## src/rtl/morra_pkg.sv

```systemverilog
// Shared types and helpers for the parametrised MorraCinese game.
//   move_t  : 2-bit player move (00 invalid, 01 rock, 10 paper, 11 scissors)
//   rres_t  : per-round result
//   gres_t  : game result
//   state_t : game FSM state
//   prev_t  : previous-round winner memory (used only when MORRA_NOREPEAT_EN is defined)
//   beats() : 1 when move a defeats move b
package morra_pkg;

  typedef enum logic [1:0] {
    MV_NONE     = 2'b00,
    MV_ROCK     = 2'b01,
    MV_PAPER    = 2'b10,
    MV_SCISSORS = 2'b11
  } move_t;

  typedef enum logic [1:0] {
    R_NONE = 2'b00,
    R_P1   = 2'b01,
    R_P2   = 2'b10,
    R_TIE  = 2'b11
  } rres_t;

  typedef enum logic [1:0] {
    G_NONE = 2'b00,
    G_P1   = 2'b01,
    G_P2   = 2'b10,
    G_DRAW = 2'b11
  } gres_t;

  typedef enum logic [0:0] {
    S_PLAY = 1'b0,
    S_IDLE = 1'b1
  } state_t;

  typedef struct packed {
    rres_t winner;
    move_t move;
  } prev_t;

  function automatic logic beats(move_t a, move_t b);
    return ((a == MV_ROCK)     && (b == MV_SCISSORS)) ||
           ((a == MV_SCISSORS) && (b == MV_PAPER))    ||
           ((a == MV_PAPER)    && (b == MV_ROCK));
  endfunction

endpackage

```

## src/rtl/morra_round_judge.sv

```systemverilog
// Combinational round judge: scores one pair of moves.
// Ports:
//   p1, p2 : player moves
//   prev   : previous-winner memory (present only with MORRA_NOREPEAT_EN)
//   res    : round result (R_NONE when the round is invalid)
//   valid  : 1 when the round counts
// Macro MORRA_NOREPEAT_EN: forbids the previous winner from replaying its winning move.
module morra_round_judge
  import morra_pkg::*;
(
  input  move_t p1,
  input  move_t p2,
`ifdef MORRA_NOREPEAT_EN
  input  prev_t prev,
`endif
  output rres_t res,
  output logic  valid
);

  logic rep_hit;

  // Round validity and winner selection
  always_comb begin
    res     = R_NONE;
    valid   = 1'b0;
    rep_hit = 1'b0;
`ifdef MORRA_NOREPEAT_EN
    rep_hit = ((prev.winner == R_P1) && (p1 == prev.move)) ||
              ((prev.winner == R_P2) && (p2 == prev.move));
`endif
    if ((p1 != MV_NONE) && (p2 != MV_NONE) && !rep_hit) begin
      valid = 1'b1;
      if (p1 == p2) begin
        res = R_TIE;
      end else if (beats(p1, p2)) begin
        res = R_P1;
      end else begin
        res = R_P2;
      end
    end
  end

endmodule

```

## src/rtl/morra_cinese_param.sv

```systemverilog
// Parametrised two-player rock-paper-scissors game FSMD.
// One round is sampled per clock; all outputs are registered (latency 1).
// Ports:
//   clk       : clock, rising edge
//   START     : synchronous active-high reset / new game; latches max rounds from {P1,P2}
//   P1, P2    : player moves (configuration field while START=1)
//   ROUND     : last round result
//   GAME      : game result, pulses for one cycle at game end
//   ROUND_CNT : valid rounds played in the current game
//   LEAD      : signed score difference P1 - P2
//   BUSY      : 1 while a game is in progress
// Macro MORRA_NOREPEAT_EN: enables the no-repeat rule for the previous round winner.
module morra_cinese_param
  import morra_pkg::*;
#(
  parameter int unsigned MIN_ROUNDS = 4,
  parameter int unsigned WIN_LEAD   = 2,
  parameter int unsigned CNT_W      = 5
) (
  input  logic                    clk,
  input  logic                    START,
  input  logic [1:0]              P1,
  input  logic [1:0]              P2,
  output logic [1:0]              ROUND,
  output logic [1:0]              GAME,
  output logic [CNT_W-1:0]        ROUND_CNT,
  output logic signed [CNT_W:0]   LEAD,
  output logic                    BUSY
);

  localparam int unsigned LEAD_W = CNT_W + 1;

  // The counter must reach MIN_ROUNDS + 15 (largest configurable max)
  if ((MIN_ROUNDS + 15) >= (1 << CNT_W)) begin : g_cnt_w_check
    $error("morra_cinese_param: CNT_W too small for MIN_ROUNDS + 15");
  end

  state_t                    state;
  state_t                    state_nxt;
  logic [CNT_W-1:0]          max_rounds;
  rres_t                     judge_res;
  logic                      judge_valid;
  rres_t                     round_nxt;
  gres_t                     game_nxt;
  logic [CNT_W-1:0]          cnt_nxt;
  logic [CNT_W-1:0]          cnt_upd;
  logic signed [LEAD_W-1:0]  lead_nxt;
  logic signed [LEAD_W-1:0]  lead_upd;
  logic [LEAD_W-1:0]         lead_abs;
  logic                      busy_nxt;
  logic                      game_end;

`ifdef MORRA_NOREPEAT_EN
  prev_t prev_win;
  prev_t prev_nxt;
`endif

  morra_round_judge u_judge (
    .p1    (move_t'(P1)),
    .p2    (move_t'(P2)),
`ifdef MORRA_NOREPEAT_EN
    .prev  (prev_win),
`endif
    .res   (judge_res),
    .valid (judge_valid)
  );

  // Next-state, counter update and end-of-game decision
  always_comb begin
    state_nxt = state;
    round_nxt = R_NONE;
    game_nxt  = G_NONE;
    cnt_nxt   = ROUND_CNT;
    lead_nxt  = LEAD;
    busy_nxt  = 1'b0;
`ifdef MORRA_NOREPEAT_EN
    prev_nxt  = prev_win;
`endif

    cnt_upd  = ROUND_CNT + CNT_W'(1);
    lead_upd = LEAD;
    if (judge_res == R_P1) begin
      lead_upd = LEAD + LEAD_W'(1);
    end else if (judge_res == R_P2) begin
      lead_upd = LEAD - LEAD_W'(1);
    end
    lead_abs = $unsigned(lead_upd[LEAD_W-1] ? -lead_upd : lead_upd);

    // End test uses the values this round would produce
    game_end = ((cnt_upd >= CNT_W'(MIN_ROUNDS)) && (lead_abs >= LEAD_W'(WIN_LEAD))) ||
               (cnt_upd == max_rounds);

    case (state)
      S_PLAY: begin
        busy_nxt = 1'b1;
        if (judge_valid) begin
          round_nxt = judge_res;
          cnt_nxt   = cnt_upd;
          lead_nxt  = lead_upd;
`ifdef MORRA_NOREPEAT_EN
          if (judge_res == R_TIE) begin
            prev_nxt = prev_t'{winner: R_NONE, move: MV_NONE};
          end else if (judge_res == R_P1) begin
            prev_nxt = prev_t'{winner: R_P1, move: move_t'(P1)};
          end else begin
            prev_nxt = prev_t'{winner: R_P2, move: move_t'(P2)};
          end
`endif
          if (game_end) begin
            busy_nxt  = 1'b0;
            state_nxt = S_IDLE;
            if (lead_upd[LEAD_W-1]) begin
              game_nxt = G_P2;
            end else if (lead_upd != '0) begin
              game_nxt = G_P1;
            end else begin
              game_nxt = G_DRAW;
            end
          end
        end
      end
      default: begin
        busy_nxt = 1'b0;
      end
    endcase
  end

  // State and output registers; START restarts the game and latches the round limit
  always_ff @(posedge clk) begin
    if (START) begin
      state      <= S_PLAY;
      ROUND      <= '0;
      GAME       <= '0;
      ROUND_CNT  <= '0;
      LEAD       <= '0;
      BUSY       <= 1'b1;
      max_rounds <= CNT_W'(MIN_ROUNDS) + CNT_W'({P1, P2});
`ifdef MORRA_NOREPEAT_EN
      prev_win   <= prev_t'{winner: R_NONE, move: MV_NONE};
`endif
    end else begin
      state      <= state_nxt;
      ROUND      <= round_nxt;
      GAME       <= game_nxt;
      ROUND_CNT  <= cnt_nxt;
      LEAD       <= lead_nxt;
      BUSY       <= busy_nxt;
`ifdef MORRA_NOREPEAT_EN
      prev_win   <= prev_nxt;
`endif
    end
  end

endmodule

```

## config.mk

```make
export PLATFORM = sky130hd
export DESIGN_NAME = morra_cinese_param
export DESIGN_NICKNAME = d
export VERILOG_FILES = /design/src/rtl/morra_pkg.sv /design/src/rtl/morra_round_judge.sv /design/src/rtl/morra_cinese_param.sv
export SDC_FILE = /design/constraint.sdc
export NUM_CORES = 1
export LEC_CHECK = 0
export ABC_AREA = 1
export CORE_ASPECT_RATIO = 0.7
export CORE_MARGIN = 1
export CORE_UTILIZATION = 55
export CTS_CLUSTER_DIAMETER = 40
export DETAILED_ROUTE_END_ITERATION = 10
export PLACE_DENSITY = 0.84
export RECOVER_POWER = 25
export SETUP_SLACK_MARGIN = 0.1
export SLEW_MARGIN = 20
export SYNTH_ARGS = -nofsm -noshare
export SYNTH_HDL_FRONTEND = slang
export SYNTH_HIERARCHICAL = 1
export SYNTH_SLANG_ARGS = --single-unit
export TNS_END_PERCENT = 5
```

## constraint.sdc

```tcl
create_clock -name clk -period 3.84 [get_ports clk]
set_input_delay 0.576 -clock clk [delete_from_list [all_inputs] [get_ports clk]]
set_output_delay 0.576 -clock clk [all_outputs]
set_load 0.05 [all_outputs]
```

# ---- Word-level counts from Yosys, hierarchy flattened
# Index checks and enable logic that the tools add are counted.
dict set report op_classes {
  order_cmp 2
  add_sub_neg 5
  mux 15
  bitwise_logic 3
  n_reduce_logical 15
  eq_ne 10
}
# operator n
set op_table {}
lappend op_table {{$mux 6} 3}
lappend op_table {{$eq 2x2->1 const B} 5}
lappend op_table {{$mux 2} 5}
lappend op_table {{$mux 1} 7}
lappend op_table {{$add 6x2->6 const B} 1}
lappend op_table {{$eq 2x1->1 const B} 3}
lappend op_table {{$ge 6x2->1 const B} 1}
lappend op_table {{$neg 6->6} 1}
lappend op_table {{$reduce_bool 6->1} 1}
lappend op_table {{$sub 6x2->6 const B} 1}
lappend op_table {{$add 3x4->5 const A} 1}
lappend op_table {{$add 5x1->5 const B} 1}
lappend op_table {{$eq 5x5->1} 1}
lappend op_table {{$ge 5x3->1 const B} 1}
lappend op_table {{$logic_and 1x1->1} 5}
lappend op_table {{$reduce_or 5->1} 1}
lappend op_table {{$reduce_bool 2->1} 2}
lappend op_table {{$reduce_or 4->1} 1}
lappend op_table {{$logic_or 1x1->1} 3}
lappend op_table {{$not 1->1} 3}
lappend op_table {{$reduce_or 3->1} 1}
lappend op_table {{$eq 2x2->1} 1}
lappend op_table {{$reduce_and 2->1} 1}
dict set report totals {
  register_bits 22
  output_inout_bits 16
  word_cells 58
  inputBits 6
}

# ---- Logic depth before layout (Yosys ltp)
# Gate-level depths: netlist (run 1).
dict set report depth {
  depth_word 18
  depth_mapped 21
  ltp_nobuf 21
}

# ---- Hierarchy
# The synthesis (run 1) kept the hierarchy.
# mod cells_per_inst instances area_each_um2 seq_area_each_um2
set modules_own_cells {}
lappend modules_own_cells {morra_cinese_param 161 1 1238.7 490.5}
lappend modules_own_cells {morra_round_judge 23 1 95.1 0.0}

# ---- Worst setup path before layout (run 1)
# No wires, ideal clock.
dict set report synth_timing {
  path_type {input port to flip-flop}
  start {in P1[0]}
  end {reg state}
  required_time_ns 3.726
  setup_slack_ns 1.420
  n_path_buf 0
  arrival_time_ns 2.306
  stages 19
  cell_sequence {inv_1 -> nand2_1 -> nand2_1 -> nor2_2 -> nor2_1 -> nor2_1 -> inv_2 -> nand2_1 -> nand3_1 -> nand2_1 -> inv_1 -> ha_1 -> nand3b_1 -> nor2_1 -> nand3_2 -> nand2_1 -> nand2_2 -> nand2_2 -> a21oi_2}
}
dict set report synth_via {
  elab_chain_cells 18
}
# item line
set synth_rtl {}
lappend synth_rtl {{start: declaration} morra_cinese_param.sv:22} ;# input logic [1:0] P1,
lappend synth_rtl {{$eq 2x1->1 / $eq 2x2->1 (equally long branches)} {morra_pkg.sv:42, morra_pkg.sv:43}}
lappend synth_rtl {{$logic_and 1x1->1, on equally long branches} {morra_pkg.sv:42, morra_pkg.sv:43}}
lappend synth_rtl {{$logic_or 1x1->1} morra_pkg.sv:42} ;# return ((a == MV_ROCK) && (b == MV_SCISSORS)) ||
lappend synth_rtl {{$logic_or 1x1->1} morra_pkg.sv:43} ;# ((a == MV_SCISSORS) && (b == MV_PAPER)) ||
lappend synth_rtl {{$mux 2} morra_round_judge.sv:35} ;# end else if (beats(p1, p2)) begin
lappend synth_rtl {{$mux 2} morra_round_judge.sv:33} ;# if (p1 == p2) begin
lappend synth_rtl {{$mux 2 (*)} morra_round_judge.sv:31} ;# if ((p1 != MV_NONE) && (p2 != MV_NONE) && !rep_hit) begin
lappend synth_rtl {{named net judge_res[0]} morra_cinese_param.sv:41} ;# rres_t judge_res;
lappend synth_rtl {{[... 3 more ...]} -}
lappend synth_rtl {{$neg 6->6} morra_cinese_param.sv:87} ;# lead_abs = $unsigned(lead_upd[LEAD_W-1] ? -lead_upd : lead_upd);
lappend synth_rtl {{$mux 6 (*)} morra_cinese_param.sv:87}
lappend synth_rtl {{$ge 6x2->1 (*)} morra_cinese_param.sv:90} ;# game_end = ((cnt_upd >= CNT_W'(MIN_ROUNDS)) && (lead_abs >= LEAD_W'(WIN_LEAD))) ||
lappend synth_rtl {{$logic_and 1x1->1 (*)} morra_cinese_param.sv:90}
lappend synth_rtl {{$logic_or 1x1->1 (*)} morra_cinese_param.sv:90}
lappend synth_rtl {{$mux 1 (*)} morra_cinese_param.sv:109} ;# if (game_end) begin
lappend synth_rtl {{$mux 1 (*)} morra_cinese_param.sv:96} ;# if (judge_valid) begin
lappend synth_rtl {{$mux 1 (*)} morra_cinese_param.sv:93} ;# case (state)
lappend synth_rtl {{end signal: assignment} morra_cinese_param.sv:142} ;# state <= state_nxt;
lappend synth_rtl {{end: declaration} morra_cinese_param.sv:38} ;# state_t state;
# The timed path passes the listed nets; every way through them passes the cells marked *.
# A chain may end at the register's enable or synchronous reset.

# ---- Final worst setup path (run 1)
dict set report layout_timing {
  start {in P1[0]}
  end {reg BUSY}
}
dict set report layout_via {
  elab_chain_cells 18
}
# item line
set layout_rtl {}
lappend layout_rtl {{$eq 2x1->1 / $eq 2x2->1 (equally long branches)} {morra_pkg.sv:42, morra_pkg.sv:43}}
lappend layout_rtl {{$logic_and 1x1->1, on equally long branches} {morra_pkg.sv:42, morra_pkg.sv:43}}
lappend layout_rtl {{$logic_or 1x1->1} morra_pkg.sv:42}
lappend layout_rtl {{$logic_or 1x1->1} morra_pkg.sv:43}
lappend layout_rtl {{$mux 2} morra_round_judge.sv:35}
lappend layout_rtl {{$mux 2} morra_round_judge.sv:33}
lappend layout_rtl {{$mux 2 (*)} morra_round_judge.sv:31}
lappend layout_rtl {{named net judge_res[0]} morra_cinese_param.sv:41}
lappend layout_rtl {{[... 3 more ...]} -}
lappend layout_rtl {{$neg 6->6} morra_cinese_param.sv:87}
lappend layout_rtl {{$mux 6 (*)} morra_cinese_param.sv:87}
lappend layout_rtl {{$ge 6x2->1 (*)} morra_cinese_param.sv:90}
lappend layout_rtl {{$logic_and 1x1->1 (*)} morra_cinese_param.sv:90}
lappend layout_rtl {{$logic_or 1x1->1 (*)} morra_cinese_param.sv:90}
lappend layout_rtl {{$mux 1 (*)} morra_cinese_param.sv:109}
lappend layout_rtl {{$mux 1 (*)} morra_cinese_param.sv:96}
lappend layout_rtl {{$mux 1 (*)} morra_cinese_param.sv:93}
lappend layout_rtl {{end signal: assignment} morra_cinese_param.sv:147} ;# BUSY <= busy_nxt;
lappend layout_rtl {{end: declaration} morra_cinese_param.sv:28} ;# output logic BUSY
# Marks and branches as above.

==> metrics.md, run 1 <==
| Metric | Value |
|---|---|
| Status | `finished, final reports clean` |
| Maximum number of buffers from clock root to sink | `2` |
| Cell Pwr Density | `586.8 mW/mm^2` |
| Hold buffers post-CTS | `0` |
| Hold path startpoint | `state` |
| Reg-to-reg critical path endpoint | `BUSY` |
| Unrepaired setup endpoints after global routing | `no` |
| Number of I/O port buffers | `21` |
| Synthesized area | `approximately 0.0013 sq mm` |
| Data required time of the critical path | `4.09 ns` |
| Area Overhead vs Synth | `20.08%` |
| DR WL/cell | `approximately 12 um` |
| Clock root buffer | `sky130_fd_sc_hd__clkbuf_4` |
| Post-CTS setup buffers | `0` |
| Part of the Yosys area used for sequential elements | `a little under two fifths` |
| Remaining design rule violation count | `0` |
| Kind of critical path | `in2reg` |
| Share of the cycle needed by the critical path after routing | `between 80 and 90%` |
| Max-Slew Margin vs Limit | `between 60% and 70%` |
| Row cnt | `14` |
| Top library cells by usage in the layout, fill and taps aside | `45 x sky130_fd_sc_hd__nand2_1, 26 x sky130_fd_sc_hd__inv_1, 17 x sky130_fd_sc_hd__dfxtp_1, 17 x sky130_fd_sc_hd__nor2_1, 17 x sky130_fd_sc_hd__clkdlybuf4s50_1` |
| Overall Global Routing Usage | `24.38%` |
| Crit path time final | `3.120 ns` |
| I/O pin total | `22` |
| Worst Hold Depth | `2` |
| Number of buffers created by CTS | `3` |
| Maximum clock frequency | `roughly 320 MHz` |
| Final setup violating endpoints | `0` |
| Worst reg2reg startpoint | `LEAD[0]` |
| Count of different cell masters after synthesis | `26` |
| Critical Path AT | `approximately 3.4 ns` |
| Leakage dissipation | `between 0.7 and 0.8 nW` |
| Number of antenna violations at the first check in global routing | `0` |
| Actual slew at the worst max-slew pin | `about 0.53 ns` |
| Sum of negative setup slack | `0 ns` |
| Setup clock skew after layout | `between 0.005 and 0.006 ns` |
| Maximum number of pins on one net before global-route repair | `15` |
| Post-layout net count | `~220` |
| Die footprint | `about 0.0026 sq mm` |
| Final hold violation count | `0` |
| Clock-pin slew of the registers on the worst-case setup and hold paths | `0.12 ns` |
| H-tree level count | `1` |
| Routability congestion estimate from global placement | `roughly 0.91` |
| CTS tree | `built` |
| Share of cells above drive strength 1 | `~11%` |
| MaxCap Viol Count | `0` |
| Number of cells upsized or downsized after cts | `0` |
| Post-detailed-route count of antenna-violating nets | `0` |
| Top fanout value on the critical path | `6` |
| Path class of the lowest-slack min-delay path | `reg2reg` |
| Number of max-slew violations in the final report | `0` |
| Total iterations of the first detailed-routing run | `4` |
| Synthesized instance count | `184` |
| Via count of the first global-routing pass | `~1100` |
| Most common library cell in the layout ignoring fill and taps | `sky130_fd_sc_hd__nand2_1` |
| Die boundary height | `43.20 um` |
| CP Launch Type | `input pin` |
| Placeable core area | `0.002225 sq mm` |
| Type of destination of the critical path | `flip-flop` |
| Via-to-Cell Ratio | `about 5.2` |
| CTS Sinks | `22` |
| Slack of the worst reg-to-reg path | `between 1.5 and 2 ns` |
| Post-synthesis net count | `a little under 200` |
| Initial standard-cell utilization of the core | `59.95%` |
| Final Instance Count excl. Fillers | `~240` |
| Iteration-0 DRC Markers | `88` |
| Via total after detailed routing | `between 1000 and 1500` |
| Average size of a mapped cell | `7.249 sq um` |
| Register-to-Register Path Depth | `16` |
| First-pass GRT wire length | `4.712 mm` |
| Wire length reported by the detailed router | `between 2 and 3 mm` |
| # placed instances | `234` |
| GRT overflow | `0` |
| HPWL after DPL | `between 2 and 2.5 mm` |
| Flop and latch count out of synthesis | `22` |
| Insertion delay to the later sink of the worst-skew pair | `approximately 0.31 ns` |
| Maximum vdd ir drop | `around 0.0003 V` |
| Number of antenna diodes | `0` |
| Die X-Extent | `a little over 60 um` |
| Synthesis warning total | `6` |
| Capture endpoint of the worst hold path | `state` |
how the worst max path moves through the flow:
stage / end / slack (ns) / cells after the start / start
finish: BUSY / 0.72 / 21 / P1[0]
CTS: BUSY / 0.84 / 21 / P1[0]
global route: BUSY / 0.54 / 21 / P1[0]
detailed placement: state / 0.52 / 20 / P1[0]
global placement: state / 0.67 / 18 / P1[0]
floorplan: state / 1.42 / 19 / P1[0]
cells in the mapped netlist:
cell type,count,area share (%)
sky130_fd_sc_hd__nand2_1,45,13
sky130_fd_sc_hd__inv_1,26,7.3
sky130_fd_sc_hd__dfxtp_1,17,26
sky130_fd_sc_hd__nor2_1,17,4.8
sky130_fd_sc_hd__nand3_1,12,4.5
sky130_fd_sc_hd__a21oi_1,6,2.3
sky130_fd_sc_hd__ha_1,6,5.6
sky130_fd_sc_hd__nand2_2,6,2.8
sky130_fd_sc_hd__o21ai_0,6,2.3
sky130_fd_sc_hd__edfxtp_1,5,11
sky130_fd_sc_hd__inv_2,4,1.1
sky130_fd_sc_hd__nand3_2,4,3.0
sky130_fd_sc_hd__nand4_1,4,1.9
sky130_fd_sc_hd__o211ai_1,4,2.3
sky130_fd_sc_hd__xnor2_1,4,2.6
sky130_fd_sc_hd__xor2_1,4,2.6
sky130_fd_sc_hd__nor3_1,3,1.1
sky130_fd_sc_hd__buf_4,2,1.1
sky130_fd_sc_hd__nor2_2,2,0.94
sky130_fd_sc_hd__a21oi_2,1,0.66
sky130_fd_sc_hd__a41oi_1,1,0.66
sky130_fd_sc_hd__clkbuf_1,1,0.28
sky130_fd_sc_hd__nand3b_1,1,0.56
sky130_fd_sc_hd__o22ai_1,1,0.47
sky130_fd_sc_hd__or2_2,1,0.47
sky130_fd_sc_hd__xor2_2,1,1.2
worst max-delay path: stages:
cell and delay, ns:
sky130_fd_sc_hd__dlygate4sd3_1 0.65, sky130_fd_sc_hd__inv_1 0.09, sky130_fd_sc_hd__nand2_1 0.06, sky130_fd_sc_hd__nand2_1 0.06
sky130_fd_sc_hd__nor2_2 0.10, sky130_fd_sc_hd__nor2_1 0.05, sky130_fd_sc_hd__nor2_1 0.28, sky130_fd_sc_hd__inv_2 0.11
sky130_fd_sc_hd__nand2_1 0.12, sky130_fd_sc_hd__nand3_1 0.08, sky130_fd_sc_hd__nand2_1 0.12, sky130_fd_sc_hd__inv_1 0.08
sky130_fd_sc_hd__ha_1 0.30, sky130_fd_sc_hd__nand3b_1 0.16, sky130_fd_sc_hd__nor2_1 0.12, sky130_fd_sc_hd__nand3_2 0.08
sky130_fd_sc_hd__nand2_1 0.08, sky130_fd_sc_hd__nand2_2 0.07, sky130_fd_sc_hd__nand2_2 0.07, sky130_fd_sc_hd__nand2_1 0.06
sky130_fd_sc_hd__nand2_1 0.07
logic make-up (layout without fill, tap and decap cells):
group           Yosys count  count (layout)  share of synthesized area [%]
buf+inv                  33              55                          9.849
xor+xnor                  9               9                          6.473
compound gates           19              19                          8.537
fa+ha+maj                 6               6                          5.628
flops                    22              22                          36.77
simple gates             95              95                          32.74
where the power goes:
part | switching, W | total (W) | internal [W]
registers | 0.0000376 | 0.000316 | 0.000278
logic | 0.000327 | 0.000496 | 0.000169
clock network | 0.0000703 | 0.000128 | 0.0000579
total | 0.000435 | 0.000940 | 0.000505
per-layer routing:
| layer | share of wire, % | up-vias | GRT usage, % | wire length [um] |
|---|---|---|---|---|
| met4 | 0 | 0 | 5.909 | 0 |
| met5 | 0 | - | 0 | 0 |
| met3 | 7.0 | 0 | 7.012 | 200 |
| met2 | 46 | 57 | 38.46 | 1308 |
| met1 | 47 | 558 | 32.70 | 1337 |
| li1 | - | 629 | - | - |
cell type report:
class	instances	area (sq um)
timing repair buffer	21	210.2
tap	32	40.04
multi-input combinational	129	711.9
inverter	30	112.6
clock buffer	4	36.28
fill	191	623.1
sequential	22	490.5
state kept, by name, indices dropped and copies added, names as in the netlist:
signal / cells
ROUND: 2
ROUND_CNT: 5
GAME: 2
state: 1
BUSY: 1
LEAD: 6
max_rounds: 5
stage by stage:
stage               cell area (sq um)  total power [W]  worst slack, ns  util, %  hold WS (ns)
finish                           1602        0.0009397           0.7202    71.99        0.5190
global route                     1602         0.001001           0.5379    71.99        0.5519
CTS                              1602        0.0009401           0.8372    71.99        0.5165
detailed placement               1565        0.0008121           0.5161    70.36        0.4980
global placement                 1565        0.0007926           0.6697    70.36        0.4733
floorplan                        1334        0.0006834            1.420        -        0.4626
No activity file was read; power rests on OpenSTA's default activity.
==> inputs of run 2 (changes only) <==
--- a/config.mk
+++ b/config.mk
@@ -8,10 +8,10 @@
 export ABC_AREA = 1
 export CORE_ASPECT_RATIO = 0.7
 export CORE_MARGIN = 1
-export CORE_UTILIZATION = 55
+export CORE_UTILIZATION = 47
 export CTS_CLUSTER_DIAMETER = 40
 export DETAILED_ROUTE_END_ITERATION = 10
-export PLACE_DENSITY = 0.84
+export PLACE_DENSITY = 0.77
 export RECOVER_POWER = 25
 export SETUP_SLACK_MARGIN = 0.1
 export SLEW_MARGIN = 20
==> constraint.sdc (replaced) <==
create_clock -name clk -period 2.85 [get_ports clk]
set_input_delay 0.4275 -clock clk [delete_from_list [all_inputs] [get_ports clk]]
set_output_delay 0.4275 -clock clk [all_outputs]
set_load 0.05 [all_outputs]
==> run 2 against run 1 <==
  * Clock-buffer cell count did not move
  * Final cell count rose by 6.3%
  * Design area rose by 8.0%
  * Via count rose by 3.0%
  * Critical path type unchanged
  * Largest cell class unchanged
==> metrics.md, run 2 (synthesis gave the netlist of run 1 again) <==
| Metric | Value |
|---|---|
| Status | `finished, final reports clean` |
| Final setup violating endpoints | `0` |
| Depth of the critical timing path with buffers and inverters included | `20` |
| Met1 wire length | `~1.4 mm` |
| Met2 wire length | `between 1.5 and 2 mm` |
| Initial standard-cell utilization of the core | `approximately half` |
| Row cnt | `15` |
| CTS Sinks | `22` |
| CP Launch Type | `input pin` |
| HPWL after DPL | `~2.4 mm` |
| MaxCap Viol Count | `0` |
| Filler Cells Inserted | `about 200` |
| Remaining design rule violation count | `0` |
| Cell Pwr Density | `805.3 mW/mm^2` |
| First-pass GRT wire length | `around 4.6 mm` |
| CP max-delay cell | `sky130_fd_sc_hd__clkdlybuf4s25_1` |
| Total power consumption of the routed design | `roughly 0.0014 W` |
| Via total after detailed routing | `1281` |
| Register containing the most flip-flops in the final layout | `LEAD` |
| Slack of the worst reg-to-reg path | `a little over 0.7 ns` |
| Post-place setup slack | `-0.1389 ns` |
| Reg-to-reg critical path endpoint | `state` |
| Die footprint | `~0.0031 sq mm` |
| Number of antenna diodes | `0` |
| Critical path buffer and inverter count | `4` |
| H-tree level count | `1` |
| Area of the multi-input gates | `about 700 sq um` |
| Crit path time final | `between 2 and 2.5 ns` |
| Leakage dissipation | `0.8477 nW` |
| GRT overflow | `0` |
| Clock root buffer | `sky130_fd_sc_hd__clkbuf_8` |
| Overall Global Routing Usage | `20.67%` |
| Placeable core area | `approximately 0.0026 sq mm` |
| Final design utilization | `approximately 67%` |
| Share of the cycle needed by the critical path after routing | `between 80% and 90%` |
| Register-to-Register Path Depth | `15` |
| Die boundary height | `46.57 um` |
| Post-CTS setup buffers | `0` |
| Routability congestion estimate from global placement | `approximately 0.88` |
| Critical Path AT | `between 2 and 3 ns` |
| DR WL/cell | `between 10 and 15 um` |
| Actual slew at the worst max-slew pin | `between 0.6 and 0.7 ns` |
| Flip-flop count of the largest register, all copies and words added | `6` |
| Setup clock skew after layout | `0.009399 ns` |
| Highest metal layer with signal wires | `met4` |
| Die X-Extent | `approximately 66 um` |
| Top library cells by usage in the layout, fill and taps aside | `45 x sky130_fd_sc_hd__nand2_1, 26 x sky130_fd_sc_hd__inv_1, 17 x sky130_fd_sc_hd__dfxtp_1` |
| Maximum vdd ir drop | `~0.00043 V` |
| Most common library cell in the layout ignoring fill and taps | `sky130_fd_sc_hd__nand2_1` |
| Final Instance Count excl. Fillers | `about 250` |
| Maximum number of buffers from clock root to sink | `2` |
| Top fanout value on the critical path | `4` |
| CTS tree | `built` |
| Number of I/O port buffers | `21` |
| Maximum number of pins on one net before global-route repair | `15` |
| Maximum clock frequency | `around 400 MHz` |
| Number of max-slew violations in the final report | `0` |
| Sum of negative setup slack | `0 ns` |
| Worst Hold Depth | `2` |
| Max-Slew Margin vs Limit | `between 50% and 60%` |
| Worst reg2reg startpoint | `LEAD[0]` |
| Number of antenna violations at the first check in global routing | `0` |
| Crit path setup slack, layout | `between 0.3 and 0.4 ns` |
| Iteration-0 DRC Markers | `93` |
| Met3 WL | `155 um` |
| Worst path most repeated cell | `sky130_fd_sc_hd__nand2_1` |
| Type of destination of the critical path | `flip-flop` |
| Clock-pin slew of the registers on the worst-case setup and hold paths | `around 0.090 ns` |
| Ordered list of cells on the worst path | `clkdlybuf4s25_1, inv_1, nand2_1, nand2_1, nor2_2, nor2_1, nor2_2, inv_2, nand2_1, nand3_1, nand2_1, inv_1, ha_1, nand3b_1, nor2_1, nand3_2, nand2_1, nand2_2, nand2_2, a21oi_2` |
| Cell family with the largest share of critical-path delay | `simple AND/OR/NAND/NOR gates` |
| Wire length reported by the detailed router | `approximately 3.1 mm` |
| Hold path startpoint | `state` |
| Final hold violation count | `0` |
| Kind of critical path | `in2reg` |
| Path class of the lowest-slack min-delay path | `reg2reg` |
| Via count of the first global-routing pass | `approximately 1100` |
| Share of cells above drive strength 1 | `16.44%` |
| Insertion delay to the later sink of the worst-skew pair | `between 0.2 and 0.3 ns` |
| Post-detailed-route count of antenna-violating nets | `0` |
| Area Overhead vs Synth | `29.64%` |
| FF+latch area | `between 400 and 500 sq um` |
| Total iterations of the first detailed-routing run | `4` |
| Data required time of the critical path | `around 3 ns` |
| Post-layout net count | `232` |
| Unrepaired setup endpoints after global routing | `no` |
| Capture endpoint of the worst hold path | `state` |
| Via-to-Cell Ratio | `roughly 5` |
| I/O pin total | `22` |
| Number of buffers created by CTS | `3` |
| # placed instances | `249` |
| Regs by FF count | `LEAD: 6 flops, ROUND_CNT: 5 flops, max_rounds: 5 flops` |
| Stage delay of the slowest cell on the critical path | `a little over 0.3 ns` |
-- run 2: cell types whose count changed in the layout (fill, tap and decap cells not counted), sizes merged --
cell / before / now
clkbuf: 4 / 7
clkdlybuf4s50: 17 / 16
clkdlybuf4s25: 0 / 2
dlymetal6s2s: 0 / 1
buf: 0 / 11
dlygate4sd3: 4 / 1
-- run 2: area by class of cell --
| class | count | share of cell area (%) |
|---|---|---|
| inverters | 30 | 6.512 |
| flip-flops and latches | 22 | 28.36 |
| clock buffers | 4 | 3.835 |
| multi-input cells | 129 | 41.68 |
| well taps | 34 | 2.460 |
| repair buffers | 34 | 17.15 |
-- run 2: worst max-delay path by stage --
stage	start	endpoint	slack (ns)
6_report	P1[0]	state	0.37
5_1_grt	P1[0]	state	0.21
4_1_cts	P2[0]	BUSY	0.12
3_5_place_dp	P2[0]	state	-0.14
3_3_place_gp	P2[0]	GAME[1]	0.02
2_1_floorplan	LEAD[0]	state	0.46
-- run 2: timing repair --
action / 4_1_cts / 5_1_grt
hold buffers: 0 / 0
gates resized for setup: 0 / 6
setup endpoints to repair: 0 / 4
-- run 2: metal layers --
layer | vias up | GRT usage [%]
met1 | 580 | 24.40
met4 | 0 | 4.783
met5 | - | 0
met2 | 41 | 37.96
li1 | 656 | -
met3 | 4 | 5.446
-- run 2: tightest hold or removal path: cells and delay by family, from the launching register on --
| kind | cells | cell delay (ns) |
|---|---|---|
| buf+inv | 1 | 0.09 |
| compound gates | 1 | 0.06 |
| flops | 1 | 0.31 |
-- run 2: metrics by stage --
| stage | area [sq um] | hold slack, ns |
|---|---|---|
| global placement | 1665 | 0.4826 |
| finish | 1729 | 0.4999 |
| CTS | 1732 | 0.4966 |
| global route | 1729 | 0.5221 |
| floorplan | 1334 | 0.4626 |
| detailed placement | 1665 | 0.4835 |
-- run 2: power breakdown --
group          internal, W  leakage [nW]  switching, W  total [W]
sequential        0.000375         0.189     0.0000516   0.000426
combinational     0.000259         0.625      0.000448   0.000707
clock             0.000152        0.0339      0.000107   0.000259
==> variant (flow settings as in run 2) <==
Change the parameter `CNT_W` from 5 to 7.
--- a/src/rtl/morra_cinese_param.sv
+++ b/src/rtl/morra_cinese_param.sv
@@ -17,3 +17,3 @@
   parameter int unsigned WIN_LEAD   = 2,
-  parameter int unsigned CNT_W      = 5
+  parameter int unsigned CNT_W      = 7
 ) (
Ports: changed (resized LEAD and ROUND_CNT); port bits go from 22 to 26. The function was not compared with the original's and may differ.
==> variant against run 2 <==
- design area rose by 33%
- sequential cell count grew 4
- non-clock buffer count up 21
- synthesized cell count rose by 45%
- cell count up 47%
- count of clock-buffer cells in the layout stayed put
- worst setup slack got worse by 0.090 ns
- fmax shrank 3.5%
- routed wire length increased by 36%
- clock skew decreased by 0.0019 ns
- critical path depth unchanged
- synthesized area rose by 29%
- power increased by 25%
- critical path type unchanged
- largest cell class unchanged
- largest power group unchanged
==> variant: results (changes against run 2) <==
Net count after synthesis: 279 (+42%)
P_clk: 244 µW (-6%)
Reg2Reg Depth: 17 (+2)
Max-slew headroom: 0.658 (+0.121)
Pre-CTS WS: -0.335 ns (-0.196 ns)
Post_cts resized: 7 (+7)
Min cycle time layout: 2.57 ns (+0.0896 ns)
Gr usage total: 0.249 (+0.0421)
# port buffers: 25 (+19%)
GP Congestion: 0.914 (+4.3%)
Largest cells by area after synthesis: dfxtp_1 (24%), nand2_1 (17%), edfxtp_1 (8.7%), inv_1 (7.8%), nand3_1 (7.3%)
Hold crit path type: in2reg
Post-route insts no fill: 371 (+47%)
Vias: 1,820 (+42%)
Placed cell count: 364 (+46%)
Number of setup buffers added after CTS: 3 (+3)
Clk pwr share: 0.140 (-0.046)
Max rail drop VDD: 0.329 mV (-23%)
First-pass GRT wire length: 7470 µm (+62%)
Top post-synthesis cells by count: nand2_1 (76), inv_1 (36), nand3_1 (25)
Top Registers: LEAD: 8 flops, ROUND_CNT: 7 flops, max_rounds: 5 flops
Met3 GRT Util: 0.0462 (-0.00830)
Fillers: 330 (+66%)
DP Wirelength: 3240 µm (+35%)
Status: complete, no violations
Met1 Track Usage GR: 0.338 (+0.0944)
Reg2reg setup slack: 0.46 ns (-0.25 ns)
Met2 usage: 0.413 (+0.0333)
[variant: cells by family after synthesis]
logic type / synth area share
simple gates: 0.364
buf+inv: 0.104
compound gates: 0.107
flops: 0.331
xor+xnor: 0.0508
fa+ha+maj: 0.0435
[variant: worst max-delay path, stage by stage]
cell	delay (ns)
clkbuf_1	0.11
clkbuf_1	0.13
o22ai_1	0.32
nor2_2	0.12
buf_4	0.16
nor2_2	0.14
buf_4	0.14
nand3_1	0.08
nand2_1	0.07
nand2_1	0.08
nand2_4	0.12
nand4_1	0.19
nand3b_1	0.15
nand2_1	0.06
nor2_1	0.08
nand3_1	0.07
nand2_1	0.06
nand2_1	0.06
nand2_1	0.08
a21oi_1	0.06
[variant: worst min path at each step]
stage | from | end | slack [ns]
3_3_place_gp | state$_SDFF_PP0_ | state$_SDFF_PP0_ | 0.47
4_1_cts | state$_SDFF_PP0_ | state$_SDFF_PP0_ | 0.50
6_report | P2[0] | max_rounds[0]$_DFFE_PP_ | 0.43
2_1_floorplan | state$_SDFF_PP0_ | state$_SDFF_PP0_ | 0.46
5_1_grt | P2[0] | max_rounds[0]$_DFFE_PP_ | 0.43
3_5_place_dp | state$_SDFF_PP0_ | state$_SDFF_PP0_ | 0.48
[variant: per-layer routing]
| metal | vias up | share of wire |
|---|---|---|
| met5 | - | 0 |
| met4 | 0 | 0.011 |
| met3 | 9 | 0.050 |
| met2 | 55 | 0.44 |
| met1 | 794 | 0.50 |
| li1 | 962 | - |
[variant: area by class of cell]
| type | instances | area, µm² | share of cell area |
|---|---|---|---|
| timing repair buffer | 55 | 439 | 0.191 |
| clock buffer | 4 | 55.1 | 0.0240 |
| inverter | 41 | 154 | 0.0671 |
| tap | 50 | 62.6 | 0.0273 |
| multi-input combinational | 195 | 1010 | 0.442 |
| sequential | 26 | 571 | 0.249 |
